$ cat src/rtl/arch_pkg.sv
// Architecture-wide instruction-type encoding shared by the decoder and the
// control blocks of the multi-cycle core.
package arch_pkg;

    localparam int unsigned ARCH_TYPE_NOP            = 0;
    localparam int unsigned ARCH_TYPE_LOAD           = 1;
    localparam int unsigned ARCH_TYPE_STORE          = 2;
    localparam int unsigned ARCH_TYPE_ALU            = 3;
    localparam int unsigned ARCH_TYPE_LOAD_IMMEDIATE = 4;
    localparam int unsigned ARCH_TYPE_JUMP           = 5;

endpackage

$ cat src/rtl/stage_sequencer_pkg.sv
// Stage codes and per-type stage paths for the stage sequencer.
package stage_sequencer_pkg;

    import arch_pkg::*;

    localparam int STAGE_W = 3;

    typedef enum logic [STAGE_W-1:0] {
        ST_IDLE    = 3'd0,
        ST_FETCH   = 3'd1,
        ST_DECODE  = 3'd2,
        ST_EXEC    = 3'd3,
        ST_MEM     = 3'd4,
        ST_WB      = 3'd5,
        ST_HALT    = 3'd6,
        ST_ILLEGAL = 3'd7
    } stage_e;

    // Which optional stages an instruction visits after DECODE; the last
    // visited stage is its retire stage (DECODE when none are set).
    typedef struct packed {
        logic exec;
        logic mem;
        logic wb;
    } path_t;

    localparam path_t PATH_LOAD  = '{exec: 1'b1, mem: 1'b1, wb: 1'b1};
    localparam path_t PATH_STORE = '{exec: 1'b1, mem: 1'b1, wb: 1'b0};
    localparam path_t PATH_ALU   = '{exec: 1'b1, mem: 1'b0, wb: 1'b1};
    localparam path_t PATH_LDI   = '{exec: 1'b0, mem: 1'b0, wb: 1'b1};
    localparam path_t PATH_JUMP  = '{exec: 1'b1, mem: 1'b0, wb: 1'b0};
    localparam path_t PATH_OTHER = '{exec: 1'b0, mem: 1'b0, wb: 1'b0};

    function automatic path_t path_of(input int unsigned itype);
        case (itype)
            ARCH_TYPE_LOAD:           path_of = PATH_LOAD;
            ARCH_TYPE_STORE:          path_of = PATH_STORE;
            ARCH_TYPE_ALU:            path_of = PATH_ALU;
            ARCH_TYPE_LOAD_IMMEDIATE: path_of = PATH_LDI;
            ARCH_TYPE_JUMP:           path_of = PATH_JUMP;
            default:                  path_of = PATH_OTHER;
        endcase
    endfunction

endpackage

$ cat src/rtl/sat_wrap_counter.sv
// Enabled up-counter that wraps modulo 2^WIDTH, async active-low reset.
module sat_wrap_counter #(
    parameter int WIDTH = 32
) (
    input  logic             clk,
    input  logic             rst,
    input  logic             en,
    output logic [WIDTH-1:0] count
);

    logic [WIDTH-1:0] count_reg;

    // Count enabled cycles; natural overflow gives the wrap.
    always_ff @(posedge clk or negedge rst) begin
        if (!rst) begin
            count_reg <= '0;
        end else if (en) begin
            count_reg <= count_reg + WIDTH'(1);
        end
    end

    assign count = count_reg;

endmodule

$ cat src/rtl/stage_sequencer.sv
// Multi-cycle stage sequencer: walks each instruction through only the
// stages its type needs, waits on mem_ready, honours halt requests at
// instruction boundaries and counts retirements.
// Optional macro STAGE_SEQ_PERF_EN adds stall_count and halt_count outputs.
module stage_sequencer
    import arch_pkg::*;
    import stage_sequencer_pkg::*;
#(
    parameter int TYPE_W     = 5,
    parameter int RETIRE_W   = 32,
    parameter int FETCH_WAIT = 1
) (
    input  logic                clk,
    input  logic                rst,
    input  logic [TYPE_W-1:0]   instr_type,
    input  logic                jump_cond_nz,
    input  logic                mem_ready,
    input  logic                halt_req,
    output logic [STAGE_W-1:0]  stage,
    output logic                issue_en,
    output logic                pc_en,
    output logic                pc_jump,
    output logic                reg_we,
    output logic                mem_re,
    output logic                mem_we,
    output logic                halted,
    output logic [RETIRE_W-1:0] retire_count
`ifdef STAGE_SEQ_PERF_EN
    ,
    output logic [RETIRE_W-1:0] stall_count,
    output logic [RETIRE_W-1:0] halt_count
`endif
);

    stage_e stage_reg;
    path_t  path;
    logic   is_load;
    logic   is_store;
    logic   is_jump;
    logic   fetch_done;
    logic   retire;

    // Decode the current type and derive the handshake-dependent strobes.
    always_comb begin
        path       = path_of(32'(instr_type));
        is_load    = (instr_type == TYPE_W'(ARCH_TYPE_LOAD));
        is_store   = (instr_type == TYPE_W'(ARCH_TYPE_STORE));
        is_jump    = (instr_type == TYPE_W'(ARCH_TYPE_JUMP));
        fetch_done = (stage_reg == ST_FETCH) && ((FETCH_WAIT == 0) || mem_ready);
        retire     = 1'b0;
        case (stage_reg)
            ST_DECODE: retire = !path.exec && !path.wb;
            ST_EXEC:   retire = !path.mem && !path.wb;
            ST_MEM:    retire = mem_ready && !path.wb;
            ST_WB:     retire = 1'b1;
            default:   retire = 1'b0;
        endcase
        issue_en = fetch_done;
        pc_en    = retire;
        pc_jump  = retire && is_jump && jump_cond_nz;
        reg_we   = (stage_reg == ST_WB) && path.wb;
        mem_re   = (stage_reg == ST_MEM) && is_load;
        mem_we   = (stage_reg == ST_MEM) && is_store && mem_ready;
        halted   = (stage_reg == ST_HALT);
    end

    // Stage FSM; the retire cycle always ends the instruction, in any stage.
    always_ff @(posedge clk or negedge rst) begin
        if (!rst) begin
            stage_reg <= ST_IDLE;
        end else if (retire) begin
            stage_reg <= halt_req ? ST_HALT : ST_FETCH;
        end else begin
            case (stage_reg)
                ST_IDLE:   stage_reg <= ST_FETCH;
                ST_FETCH:  if (fetch_done) stage_reg <= ST_DECODE;
                ST_DECODE: stage_reg <= path.exec ? ST_EXEC : ST_WB;
                ST_EXEC:   stage_reg <= path.mem ? ST_MEM : ST_WB;
                ST_MEM:    if (mem_ready) stage_reg <= ST_WB;
                ST_HALT:   if (!halt_req) stage_reg <= ST_FETCH;
                default:   stage_reg <= ST_IDLE;
            endcase
        end
    end

    assign stage = stage_reg;

    sat_wrap_counter #(.WIDTH(RETIRE_W)) u_retire_cnt (
        .clk   (clk),
        .rst   (rst),
        .en    (retire),
        .count (retire_count)
    );

`ifdef STAGE_SEQ_PERF_EN
    logic stall_en;
    logic halt_en;

    assign stall_en = ((stage_reg == ST_FETCH) || (stage_reg == ST_MEM)) && !mem_ready;
    assign halt_en  = (stage_reg == ST_HALT);

    sat_wrap_counter #(.WIDTH(RETIRE_W)) u_stall_cnt (
        .clk   (clk),
        .rst   (rst),
        .en    (stall_en),
        .count (stall_count)
    );

    sat_wrap_counter #(.WIDTH(RETIRE_W)) u_halt_cnt (
        .clk   (clk),
        .rst   (rst),
        .en    (halt_en),
        .count (halt_count)
    );
`endif

endmodule

$ cat config.mk
export PLATFORM = sky130hd
export DESIGN_NAME = stage_sequencer
export DESIGN_NICKNAME = d
export VERILOG_FILES = /design/src/rtl/arch_pkg.sv /design/src/rtl/stage_sequencer_pkg.sv /design/src/rtl/sat_wrap_counter.sv /design/src/rtl/stage_sequencer.sv
export SDC_FILE = /design/constraint.sdc
export NUM_CORES = 1
export LEC_CHECK = 0
export BUFFER_PORTS_ARGS = -buffer_cell sky130_fd_sc_hd__buf_4
export CORE_UTILIZATION = 44
export CTS_CLUSTER_SIZE = 30
export DETAILED_ROUTE_END_ITERATION = 12
export GPL_TIMING_DRIVEN = 1
export PLACE_DENSITY = 0.79
export SETUP_SLACK_MARGIN = 0.4
export SYNTH_ARGS = -nofsm -noshare
export SYNTH_HDL_FRONTEND = slang
export SYNTH_SLANG_ARGS = --single-unit
$ cat constraint.sdc
create_clock -name clk -period 2.62 [get_ports clk]
set_input_delay 0.131 -clock clk [delete_from_list [all_inputs] [get_ports clk]]
set_output_delay 0.131 -clock clk [all_outputs]
set_load 0.1 [all_outputs]
# Word level (Yosys, flattened, before mapping)
# Cells that the tools add are included.
# word_totals
wordCells	42
rom_bits	0
out_inout_bits	42
regBits	35
mem_count	0
latch_bits	0
ramBits	0
input_bits	10
# classes
magnitude_cmp	0
bitwise_logic	0
n_reduce_logical	15
shifts	0
eq_ne	14
mul	0
div_mod_pow	0
n_mux	10
add_sub_neg	1
# ops
op	count
32-bit by 1-bit adder with 32-bit output, second input constant	1
3-bit 2-to-1 mux	6
3-bit one-hot mux with 6 select lines	1
3-bit one-hot mux with 5 select lines	1
5-bit by 2-bit equality test with 1-bit output, second input constant	2
5-bit by 3-bit equality test with 1-bit output, second input constant	2
1-bit logical AND	10
3-bit equality test, second input constant	3
3-bit != test, second input constant	3
3-bit by 2-bit equality test with 1-bit output, second input constant	2
5-bit by 1-bit equality test with 1-bit output, second input constant	1
1-bit one-hot mux with 4 select lines	1
3-bit by 1-bit equality test with 1-bit output, second input constant	1
1-bit logical NOT	3
3-bit logical NOT	1
3-bit AND reduction	1
1-bit 2-to-1 mux	1

# Depth between registers and ports, before layout
# logic_depth
depth_word	7
ltp_mapped	10
mapped_depth_nobuf	7

# Hierarchy
# A second synthesis with hierarchy kept.
# hier_totals
cells_unflattened	189
hier_area_um2	1925.6
# by_module_without_submodules
mod	area_each_um2	cells_each	seq_area_each_um2	instances
sat_wrap_counter	1448.9	123	800.8	1
stage_sequencer	476.7	66	75.1	1

# Worst setup path before layout
# No wires, ideal clock.
# synth_timing
path_kind	reg2out
startpoint	register stage_reg[2] (netlist: stage[2])
endpoint	output port pc_jump
t_required_ns	2.489
setup_slack_ns	-1.593
n_path_buf	2
path_stages_with_launch	8
arrival_ns	4.082
cell_sequence	dfrtp_1 buf_2 nor2b_1 o21ai_0 o31a_1 o21ba_1 buf_6 nor3_1
# synth_via
elab_chain_cells	4
elab_cells_between_ends	7
classes_between	eq/ne (4); mux (1); reduce/logical (2)
# synth_rtl
element	line_no	text
start, declared	stage_sequencer.sv:35	stage_e stage_reg;
start signal, assigned	stage_sequencer.sv:72	stage_reg <= halt_req ? ST_HALT : ST_FETCH;
start signal, assigned	stage_sequencer.sv:77	ST_DECODE: stage_reg <= path.exec ? ST_EXEC : ST_WB;
start signal, assigned	stage_sequencer.sv:78	ST_EXEC: stage_reg <= path.mem ? ST_MEM : ST_WB;
3-bit equality test or 3-bit by 2-bit equality test with 1-bit output (tied branches)	stage_sequencer.sv:51	case (stage_reg)
1-bit one-hot mux with 4 select lines (*)	stage_sequencer.sv:51	
1-bit logical AND (*) (2 in series)	stage_sequencer.sv:60	pc_jump = retire && is_jump && jump_cond_nz;
end, declared	stage_sequencer.sv:22	output logic pc_jump,
# Every way passes the cells marked *; elsewhere a longest branch is shown, timed or not.

# Worst setup path after layout
# layout_timing
startpoint	register stage_reg[1] (netlist: stage[1])
endpoint	output port pc_en
# layout_via
elab_chain_cells	2
elab_cells_between_ends	5
classes_between	eq/ne (4); mux (1)
# layout_rtl
element	line_no	text
3-bit equality test or 3-bit by 2-bit equality test with 1-bit output (tied branches)	stage_sequencer.sv:51	
1-bit one-hot mux with 4 select lines (*)	stage_sequencer.sv:51	
end, declared	stage_sequencer.sv:21	output logic pc_en,
# Marks and branches as above.

==> results by group <==
Clock tree
  – Root Driver: clkbuf_8
  – Clk_lat worst skew: between 200 and 300 ps
  – Clk pin slew, worst setup/hold paths: ~60 ps
  – Buffer depth of the longest clock path: 2
  – Cts bufs inserted: 5
  – CTS tree: done
  – H-tree depth: 2
  – Postcts setup bufs: 0
  – Num Clock Sinks: 35

Worst setup path
  – Arr. time, crit path: between 2000 and 2500 ps
  – CP Launch Type: flop
  – Worst-path maximum fanout: 14
  – Worst Setup End Kind: primary output
  – Worst setup path class: reg -> out
  – Worst r2r path cells: 6
  – Required @ worst endpoint: 2490 ps

Power
  – Clk pwr share: 14.5%
  – Static Leak: around 1.1 nW
  – Switching share of power: roughly 54%
  – Cell-internal power: 1.19 mW
  – VDD IR max: around 0.48 mV
  – Total chip power: approximately 2.6 mW
  – PwrDens: ~1000 nW/um2
  – Switching pwr: between 1 and 1.5 mW
  – Comb pwr share: 55.3%
  – Seq pwr share: between 30% and 40%

STA
  – Least-Margin Pin Slew: approximately 430 ps
  – Fin crit share: between 80 and 90%
  – Hold Slack: 130 ps
  – RSZ-0062 raised after global routing: true
  – Final Critical Period: ~2100 ps
  – Final Hold Fails: 0
  – Max-Slew Margin vs Limit: around 70%
  – Setup total negative slack: 0 ps
  – Fmax: about 0.47 GHz
  – Slew Limit Fails: 0
  – Fin Clk Skew: around 11 ps
  – Setup violators final: 0

GRT
  – Remaining Overflow, GRT: 0
  – Initial antenna violation count: 0
  – Largest net degree at the start of global routing: 36
  – First-pass GRT wire length: around 6600 um
  – Total GRT Usage: slightly below 20%
  – Vias in the first global route: 1430

Yosys
  – Main synth FF type: dfrtp_1
  – Post-synthesis xor/xnor area fraction: 16.1%
  – Async S/R FF share, synth: 100%
  – Yosys reg bits: 35
  – Synth Cell Area: about 1900 um2
  – Distinct cells, synth: 40
  – Compound-Gate Fraction of Synth Area: about 7.4%
  – Post-Synth Adder-Cell Area: less than 1%
  – Yosys Warn Count: 0
  – Avg Inst Size Synth: about 10 um2
  – Mapped Cells: 190
  – Post-synth net total: between 200 and 250
  – Main combinational cell family by area after synthesis: simple AND/OR/NAND/NOR gates
  – Mux contribution to synthesized area: less than 1%
  – Sequential area share after synthesis: between 40% and 50%
  – EDFF count, synth: 0
  – Simple-gate share of the synthesized area: ~25%

Placement
  – RePlAce Congestion: around 0.85
  – HPWL after detailed placement: roughly 3100 um
  – Port buffer count: about 50

Drt
  – Vias: 1568
  – WL/cell: roughly 14 um
  – Total Wirelength: approximately 4200 um
  – Vias/cell: around 5.4
  – Remaining DRCs: 0
  – Drt pass-1 iters: 4
  – Initial DRC Count: about 120
  – Final ANT Viol Nets: 0

Die
  – # IOs: 52
  – Core ar.: approximately 4100 um2
  – Die height: just under 70 um
  – Initial Utilization: between 40 and 50%
  – Rows: 23
  – Die W: just under 70 um
  – Die ar.: 4580 um2

Cells and area
  – Fin nets: 250
  – Final Util: 60.9%
  – Register Area: ~910 um2
  – Share of layout cells above drive strength 1: approximately two fifths
  – Area of the multi-input gates: about 990 um2
  – Layout area overhead: 30.1%
  – Diode count: 0
  – FILL cells: 340
  – Max reg flops: 32

Status
  – Status: complete, no violations

Hold path
  – Hold Path Cell Cnt: 3
  – Worst hold path type: in -> reg

Run
  – Max cap viols: 0
[per-stage QoR]
stage	instances	area, um2	setup WS [ps]
after floorplan	190	2000	227
after global placement	281	2360	513
after detailed placement	281	2360	490
after CTS	290	2460	435
after global routing	290	2470	369
final	290	2470	471
[path summary, 6_finish.rpt]
kind / slack, ps / from / endpoint
min in group asynchronous: 320 / rst / u_retire_cnt.count[5]$_DFFE_PN0P_
min reg2reg: 470 / u_retire_cnt.count[31]$_DFFE_PN0P_ / u_retire_cnt.count[31]$_DFFE_PN0P_
max in group asynchronous: 1960 / rst / u_retire_cnt.count[2]$_DFFE_PN0P_
max: 470 / stage[1]$_DFFE_PN0P_ / pc_en
min: 130 / halt_req / stage[2]$_DFFE_PN0P_
max reg2reg: 610 / u_retire_cnt.count[2]$_DFFE_PN0P_ / u_retire_cnt.count[31]$_DFFE_PN0P_
[placed cells by master (no fill, tap or decap), types with 2 or more instances in the layout]
cell / n
dfrtp_4: 6
nand4_1: 15
buf_4: 50
xnor2_1: 28
or3_4: 2
inv_1: 2
dfrtp_1: 16
and3_1: 8
nand3_1: 19
nor3_4: 3
and4_1: 2
dfrtp_2: 13
nand2_1: 15
o31ai_1: 2
nor2_1: 9
xor2_1: 5
a21oi_1: 3
and2_1: 2
clkbuf_1: 2
nor3_1: 3
clkbuf_8: 5
o21ai_0: 3
[routing by layer]
metal / part of all wire [%] / global-route usage, %
met3: 4.5 / 5.74
met1: 43 / 25.9
met2: 51 / 30.9
met5: 0 / 0
met4: 1.0 / 7.18
[critical path: stages (launching register included)]
cell	delay, ps
dfrtp_4	560
nor3b_1	180
a311oi_2	290
o21ba_2	290
inv_4	180
buf_8	220
[cell usage after synthesis, types with 3 or more instances]
cell,count,area [um2]
a21oi_1,3,15.0
and3_1,9,56.3
buf_2,4,20.0
buf_6,3,33.8
clkbuf_1,3,11.3
dfrtp_1,35,876
nand2_1,15,56.3
nand3_1,19,95.1
nand4_1,15,93.8
nor2_1,10,37.5
nor3_1,6,30.0
o21ai_0,3,15.0
xnor2_1,28,245
xor2_1,5,43.8
[cell type report]
class,count,share of cell area [%]
flip-flops and latches,35,37.0
inverters,3,0.557
clock buffers,7,3.09
multi-input cells,141,39.9
well taps,50,2.53
repair buffers,53,16.7
clock inverters,1,0.203
[power by group through the flow]
stage | logic, mW | clock network (mW) | registers [mW]
detailed placement | 1.39 | 0 | 0.792
finish | 1.43 | 0.374 | 0.783
global placement | 1.37 | 0 | 0.784
CTS | 1.42 | 0.382 | 0.783
global route | 1.50 | 0.411 | 0.794
floorplan | 0.786 | 0 | 1.22
[cell families after synthesis]
family / after synthesis
flip-flops: 35
multiplexers: 1
AND/OR/NAND/NOR: 87
XOR/XNOR: 34
buffers and inverters: 14
AO/OA/AOI/OAI: 18
adder cells (fa/ha/maj): 1
[what timing repair did]
item,in CTS,in global routing
hold buffers,1,0
setup endpoints to repair,2,6
gates resized for setup,3,3
hold endpoints to repair,35,0
(Power assumes the default switching activity.)
